## src/rtl/mem_bus_arbiter.sv

```systemverilog
// CPU/DMA/PPU arbiter onto a single memory-controller port (IDLE -> ACCESS -> ACK).
// Optional wait-state counter and ws_cfg port: define GBA_ARB_WAITSTATE_EN.

module mem_bus_arbiter #(
  parameter int ADDR_W     = 32,
  parameter int DATA_W     = 32,
  parameter int STARVE_MAX = 8
) (
  input  logic              clk,
  input  logic              reset,
  input  logic              cpu_req,
  input  logic              dma_req,
  input  logic              ppu_req,
  input  logic [ADDR_W-1:0] cpu_addr,
  input  logic [ADDR_W-1:0] dma_addr,
  input  logic [ADDR_W-1:0] ppu_addr,
  input  logic              cpu_we,
  input  logic              dma_we,
  input  logic [DATA_W-1:0] cpu_wdata,
  input  logic [DATA_W-1:0] dma_wdata,
  output logic              cpu_ack,
  output logic              dma_ack,
  output logic              ppu_ack,
  output logic [DATA_W-1:0] rdata,
  output logic [ADDR_W-1:0] mem_addr,
  output logic [DATA_W-1:0] mem_wdata,
  output logic              mem_read,
  output logic              mem_write,
  input  logic [DATA_W-1:0] mem_rdata,
  input  logic              mem_ready,
`ifdef GBA_ARB_WAITSTATE_EN
  input  logic [3:0]        ws_cfg,
`endif
  output logic [1:0]        bus_owner,
  output logic              busy
);

  typedef enum logic [1:0] {S_IDLE, S_ACCESS, S_ACK} state_e;

  localparam logic [1:0] OWN_NONE   = 2'd0;
  localparam logic [1:0] OWN_CPU    = 2'd1;
  localparam logic [1:0] OWN_DMA    = 2'd2;
  localparam logic [1:0] OWN_PPU    = 2'd3;
  localparam logic [3:0] STARVE_LIM = 4'(STARVE_MAX);

  state_e            state_q, state_d;
  logic [1:0]        owner_q, owner_d;
  logic [ADDR_W-1:0] addr_q, addr_d;
  logic              we_q, we_d;
  logic [DATA_W-1:0] wdata_q, wdata_d;
  logic [DATA_W-1:0] rdata_q, rdata_d;
  logic [3:0]        starve_q, starve_d;
  logic [1:0]        win;
  logic              wait_done;

`ifdef GBA_ARB_WAITSTATE_EN
  logic [3:0]        wait_q, wait_d;
  assign wait_done = (wait_q == 4'd0);
`else
  assign wait_done = 1'b1;
`endif

  // PPU always wins; a starved CPU jumps ahead of DMA but never the PPU
  always_comb begin
    win = OWN_NONE;
    if (ppu_req)
      win = OWN_PPU;
    else if (cpu_req && (!dma_req || starve_q == STARVE_LIM))
      win = OWN_CPU;
    else if (dma_req)
      win = OWN_DMA;
  end

  always_comb begin
    state_d  = state_q;
    owner_d  = owner_q;
    addr_d   = addr_q;
    we_d     = we_q;
    wdata_d  = wdata_q;
    rdata_d  = rdata_q;
    starve_d = starve_q;
`ifdef GBA_ARB_WAITSTATE_EN
    wait_d   = wait_q;
`endif
    case (state_q)
      S_IDLE: begin
        if (win != OWN_NONE) begin
          owner_d = win;
          state_d = S_ACCESS;
`ifdef GBA_ARB_WAITSTATE_EN
          wait_d  = ws_cfg;
`endif
          case (win)
            OWN_CPU: begin
              addr_d  = cpu_addr;
              we_d    = cpu_we;
              wdata_d = cpu_wdata;
            end
            OWN_DMA: begin
              addr_d  = dma_addr;
              we_d    = dma_we;
              wdata_d = dma_wdata;
            end
            default: begin
              addr_d  = ppu_addr;
              we_d    = 1'b0;
              wdata_d = '0;
            end
          endcase
          if (win == OWN_CPU)
            starve_d = 4'd0;
          else if (cpu_req && starve_q != STARVE_LIM)
            starve_d = starve_q + 4'd1;
        end
      end
      S_ACCESS: begin
        if (mem_ready && wait_done) begin
          if (!we_q)
            rdata_d = mem_rdata;
          state_d = S_ACK;
        end
`ifdef GBA_ARB_WAITSTATE_EN
        else if (!wait_done)
          wait_d = wait_q - 4'd1;
`endif
      end
      S_ACK:   state_d = S_IDLE;
      default: state_d = S_IDLE;
    endcase
  end

  always_ff @(posedge clk) begin
    if (reset) begin
      state_q  <= S_IDLE;
      owner_q  <= OWN_NONE;
      addr_q   <= '0;
      we_q     <= 1'b0;
      wdata_q  <= '0;
      rdata_q  <= '0;
      starve_q <= 4'd0;
    end else begin
      state_q  <= state_d;
      owner_q  <= owner_d;
      addr_q   <= addr_d;
      we_q     <= we_d;
      wdata_q  <= wdata_d;
      rdata_q  <= rdata_d;
      starve_q <= starve_d;
    end
  end

`ifdef GBA_ARB_WAITSTATE_EN
  always_ff @(posedge clk) begin
    if (reset) wait_q <= 4'd0;
    else       wait_q <= wait_d;
  end
`endif

  // Memory port is only driven while a transfer is in flight
  assign mem_read  = (state_q == S_ACCESS) && !we_q;
  assign mem_write = (state_q == S_ACCESS) &&  we_q;
  assign mem_addr  = (state_q == S_ACCESS) ? addr_q  : '0;
  assign mem_wdata = (state_q == S_ACCESS) ? wdata_q : '0;

  assign cpu_ack   = (state_q == S_ACK) && (owner_q == OWN_CPU);
  assign dma_ack   = (state_q == S_ACK) && (owner_q == OWN_DMA);
  assign ppu_ack   = (state_q == S_ACK) && (owner_q == OWN_PPU);

  assign bus_owner = (state_q == S_IDLE) ? OWN_NONE : owner_q;
  assign busy      = (state_q != S_IDLE);
  assign rdata     = rdata_q;

endmodule

```

## config.mk

```make
export PLATFORM = sky130hd
export DESIGN_NAME = mem_bus_arbiter
export DESIGN_NICKNAME = d
export VERILOG_FILES = /design/src/rtl/mem_bus_arbiter.sv
export SDC_FILE = /design/constraint.sdc
export NUM_CORES = 1
export LEC_CHECK = 0
export BUFFER_PORTS_ARGS = -buffer_cell sky130_fd_sc_hd__buf_2
export CORE_AREA = 2 2 117 119
export DETAILED_ROUTE_END_ITERATION = 6
export DIE_AREA = 0 0 119 121
export PLACE_DENSITY = 0.78
export SYNTH_ARGS = -nofsm -noshare
export SYNTH_HDL_FRONTEND = slang
export SYNTH_SLANG_ARGS = --single-unit
```

## constraint.sdc

```tcl
create_clock -name clk -period 4.1 [get_ports clk]
set_input_delay 1.025 -clock clk [delete_from_list [all_inputs] [get_ports clk]]
set_output_delay 1.025 -clock clk [all_outputs]
set_load 0.02 [all_outputs]
```

## Word level (Yosys, flattened, before mapping)

Cells that the tools add are included.

- Muxes and demuxes: 14
- Bitwise logic cells: 1
- Equality and inequality tests: 11
- Add/sub/neg operators: 1
- Reductions and logical operators: 18

Operators by type and width:

| operator | number |
|---|---|
| 32-bit one-hot mux with 2 select lines | 2 |
| 32-bit two-way mux | 2 |
| 2-bit two-way mux | 6 |
| 2-bit equality test, second input constant | 4 |
| 4-bit two-way mux | 2 |
| 1-bit logical AND | 7 |
| 2-bit by 1-bit equality test with 1-bit output, second input constant | 3 |
| 3-bit AND reduction | 2 |
| 2-bit nonzero test | 3 |
| 4-bit by 1-bit adder with 4-bit output, second input constant | 1 |
| 4-bit equality test, second input constant | 1 |
| 2-bit != test, second input constant | 2 |
| 4-bit != test, second input constant | 1 |
| 2-bit one-hot mux with 2 select lines | 1 |
| 2-bit AND reduction | 2 |
| 1-bit logical NOT | 2 |
| 2-bit logical NOT | 1 |
| 1-bit one-hot mux with 2 select lines | 1 |
| 1-bit logical OR | 1 |
| 1-bit NOT | 1 |

- Register bits: 105
- Output and inout bits: 104
- Input bits: 200
- Word-level logic and storage cells: 52

## Longest topological paths before layout

- Depth in word-level cells: 8
- Gate-level depth with buffers: 11
- Depth with buffers taken out: 9

## Least setup slack after synthesis

No wires, ideal clock.

- Kind: input to register
- From: input dma_req
- To: register wdata_q[18]
- Path buffers: 3
- Arrival: 2,586 ps
- Required time: 4,030 ps
- Library setup time: 70 ps
- Slack: 1,443 ps
- Stages: 8
- Cell sequence: nand2b_1 -> and3b_1 -> ha_1 -> clkbuf_1 -> clkbuf_1 -> clkbuf_1 -> nand3_1 -> a21oi_1

- Word-level cells in the longest chain between the ends: 7

Ends and longest elaborated chain:

| what | line | source |
|---|---|---|
| from (decl) | 12 | `input logic dma_req,` |
| 1-bit logical NOT | 68 | `else if (cpu_req && (!dma_req \|\| starve_q == STARVE_LIM))` |
| 1-bit logical OR | 68 |  |
| 1-bit logical AND | 68 |  |
| 2-bit two-way mux (*) | 68 |  |
| 2-bit two-way mux (*) | 66 | `if (ppu_req)` |
| 2-bit equality test (tied with other cells) | 93 | `case (win)` |
| 32-bit one-hot mux with 2 select lines / 2-bit AND reduction (equally long branches) | n/a |  |
| to (signal assigned) | 146 | `wdata_q <= wdata_d;` |
| to (decl) | 50 | `logic [DATA_W-1:0] wdata_q, wdata_d;` |

Mark *: on every way between the ends. The rest lies on a longest branch, timed or not.
A chain may end at the register's enable or synchronous reset.

## Final worst setup path

- From: register state_q[0]
- To: output mem_wdata[0]

- Word-level cells in the longest chain between the ends: 2

Ends and longest elaborated chain:

| what | line | source |
|---|---|---|
| from (decl) | 46 | `state_e state_q, state_d;` |
| from (signal assigned) | 142 | `state_q <= state_d;` |
| 2-bit by 1-bit equality test with 1-bit output | 163 | `assign mem_wdata = (state_q == S_ACCESS) ? wdata_q : '0;` |
| 32-bit two-way mux | 163 |  |
| to (decl) | 26 | `output logic [DATA_W-1:0] mem_wdata,` |

Every way passes these cells.

==> impl_metrics.env <==
export IMPL_drt_wirelength_per_cell_um=14.6
export IMPL_final_cell_mix="buf_2 (302), nand2_1 (131), dfxtp_1 (105)"
export IMPL_outcome="finished, final reports clean"
export IMPL_arrival_ns=2.12
export IMPL_antenna_found_initial=0
export IMPL_fin_nets=1147
export IMPL_final_common_cell="buf_2"
export IMPL_syn_area_um2=5220
export IMPL_syn2layout_area_growth_pct=36.0
export IMPL_clkLatencyLatePin_ns=0.35
export IMPL_async_flop_share=0
export IMPL_timing_rr_end="addr_q[25]"
export IMPL_regArea_um2=2100
export IMPL_synth_seq_area_share=0.402
export IMPL_grt_total_usage=0.219
export IMPL_die_area_um2=14400
export IMPL_start_kind="flip-flop"
export IMPL_dr_pass1_iters=5
export IMPL_synth_edf_count=0
export IMPL_fmax_mhz=318
export IMPL_final_hold_violation_count=0
export IMPL_setup_viol=0
export IMPL_core_um2=13100
export IMPL_grt_pass1_vias=5368
export IMPL_ys_ff_latch=105
export IMPL_vias=5793
export IMPL_portBuffers=303
export IMPL_clk_path_buf_depth=2
export IMPL_cap_violations=0
export IMPL_place_congestion=0.785
export IMPL_cts_resized=0
export IMPL_grt_first_pass_wirelength_mm=25.6
export IMPL_grt_busiest_layer="met2"
export IMPL_synth_xor_area_frac=0
export IMPL_drcViolationCount=0
export IMPL_cts_buffers=9
export IMPL_dp_hpwl_mm=11.7
export IMPL_clk_pin_slew_ns=0.06
export IMPL_hold_class="reg -> reg"
export IMPL_setup_worst_path_end="mem_wdata[0]"
export IMPL_die_y_um=121
export IMPL_nFillCells=1286
export IMPL_powerDensity_nw_per_um2=358
export IMPL_relSlewSlack=0.470
export IMPL_cts_htree_levels=3
export IMPL_slew_violations=0
export IMPL_ys_types=36
export IMPL_syn_nets=888
export IMPL_synth_main_ff_cell="dfxtp_1"
export IMPL_p_leak_uw=0.00336
export IMPL_drtIter0Drc=299
export IMPL_synth_adder_area_share=0.0120
export IMPL_synth_simple_gate_area_frac=0.267
export IMPL_setup_tns_final_ns=0
export IMPL_clock_skew_ns=0.00654
export IMPL_grt_use_met2=0.367
export IMPL_drive_gt1_frac=0.358
export IMPL_syn_area_per_cell_um2=7.65
export IMPL_worst_setup_path_type="reg -> out"
export IMPL_synth_area_leaders="dfxtp_1 (40%), a21oi_1 (9.8%), nand2_1 (9.4%), and2_1 (7.8%), a22o_1 (5.5%)"
export IMPL_clockRootBuffer="clkbuf_16"
export IMPL_grt_use_met1=0.266
export IMPL_grt_ovfl_total=0
export IMPL_ios=304
export IMPL_cts_setup_buffers=0
export IMPL_synth_largest_area_cell="dfxtp_1"
export IMPL_grt_setup_unrepaired="false"
export IMPL_synth_mux_area_fraction=0
export IMPL_worst_slew_pin_slew_ns=0.795
export IMPL_initial_core_util=0.399
export IMPL_use_met3=0.0508
export IMPL_synth_cells=683
export IMPL_grt_max_degree=75
export IMPL_synth_compound_area_frac=0.262
export IMPL_min_from="wdata_q[0]"
export IMPL_min_period_over_period=0.766
export IMPL_cts_tree="built"
export IMPL_crit_reg2reg_launch="starve_q[0]"
export IMPL_fin_crit_ns=3.14
export IMPL_wl_mm=16.4
export IMPL_cts_num_sinks=105
export IMPL_r2r_cells=9
export IMPL_multi_input_area_um2=2850
export IMPL_ys_warn_count=0
export IMPL_r2r_slack_ns=1.33
export IMPL_synth_top_area_frac=0.402
export IMPL_critical_path_required_ns=3.07
export IMPL_num_rows=42
export IMPL_ir_worst_vdd_mv=0.237
export IMPL_worst_setup_path_end_kind="primary output"
export IMPL_holdBufCountCts=0
export IMPL_startpoint="state_q[0]"
export IMPL_dp_slack_ns=0.796
export IMPL_die_w_um=119
export IMPL_layout_setup_ws_ns=0.958
export IMPL_vias_per_cell=5.16
export IMPL_crit_fanout=29
export IMPL_antenna_cells=0
export IMPL_synth_top_family_by_area="simple AND/OR/NAND/NOR gates"
export IMPL_ant_nets=0
worst min-delay path by stage:
| stage | to | slack [ns] | depth (start not counted) |
|---|---|---|---|
| CTS | addr_q[31] | 0.45 | 2 |
| detailed placement | wdata_q[19] | 0.44 | 2 |
| global route | wdata_q[18] | 0.47 | 2 |
| floorplan | addr_q[0] | 0.43 | 2 |
| global placement | wdata_q[6] | 0.44 | 2 |
| finish | wdata_q[0] | 0.45 | 2 |
logic make-up (layout without fill, tap and decap cells):
| logic type | count (synthesis) | count (layout) |
|---|---|---|
| AOI/OAI and AO/OA | 207 | 207 |
| adders and majority gates | 5 | 5 |
| buffers and inverters | 75 | 338 |
| DFF | 105 | 105 |
| and+or+nand+nor | 291 | 291 |
registers in the layout, summed over array words and instances (netlist names):
| register | count |
|---|---|
| addr_q | 32 |
| owner_q | 2 |
| rdata | 32 |
| starve_q | 4 |
| state_q | 2 |
| wdata_q | 32 |
| we_q | 1 |
per-stage QoR:
stage | util | hold slack (ns) | power [µW] | cells | cell area (µm²)
after floorplan | - | 0.432 | 1510 | 683 | 5220
after global placement | 0.522 | 0.438 | 1730 | 1107 | 6830
after detailed placement | 0.522 | 0.442 | 1740 | 1107 | 6830
after CTS | 0.543 | 0.451 | 2580 | 1122 | 7100
after global routing | 0.543 | 0.469 | 2680 | 1122 | 7100
final | 0.543 | 0.448 | 2540 | 1122 | 7100
synthesized netlist by cell type (all sizes together), types with 2 or more instances:
master	number
nor2	39
ha	5
and2b	2
a211oi	2
a21oi	102
nor2b	3
inv	5
a22o	33
buf	6
nand2	131
a22oi	32
or4	3
nand2b	2
and2	65
dfxtp	105
clkbuf	64
a211o	32
o21ai	4
nand3	34
final cells by class:
type	count	area share
Multi-Input combinational cell	503	0.402
Clock inverter	4	0.00634
Timing Repair Buffer	318	0.230
Inverter	5	0.00264
Clock buffer	11	0.0328
Tap cell	176	0.0310
Sequential cell	105	0.296
report_power, final:
part | internal, µW | total [µW] | switching, µW
clock | 467 | 834 | 366
sequential | 1090 | 1120 | 35.8
combinational | 243 | 586 | 343
worst max-delay path, cell delays in order, from the launching register on:
cell	delay, ns
dfxtp_1	0.53
and2b_2	0.56
buf_4	0.33
and2_1	0.16
buf_2	0.18
layer usage:
metal  share of wire  routed length, µm
met5               0                  0
met4           0.031                509
met3           0.078               1270
met2            0.47               7760
met1            0.42               6820
(Power assumes the default switching activity.)
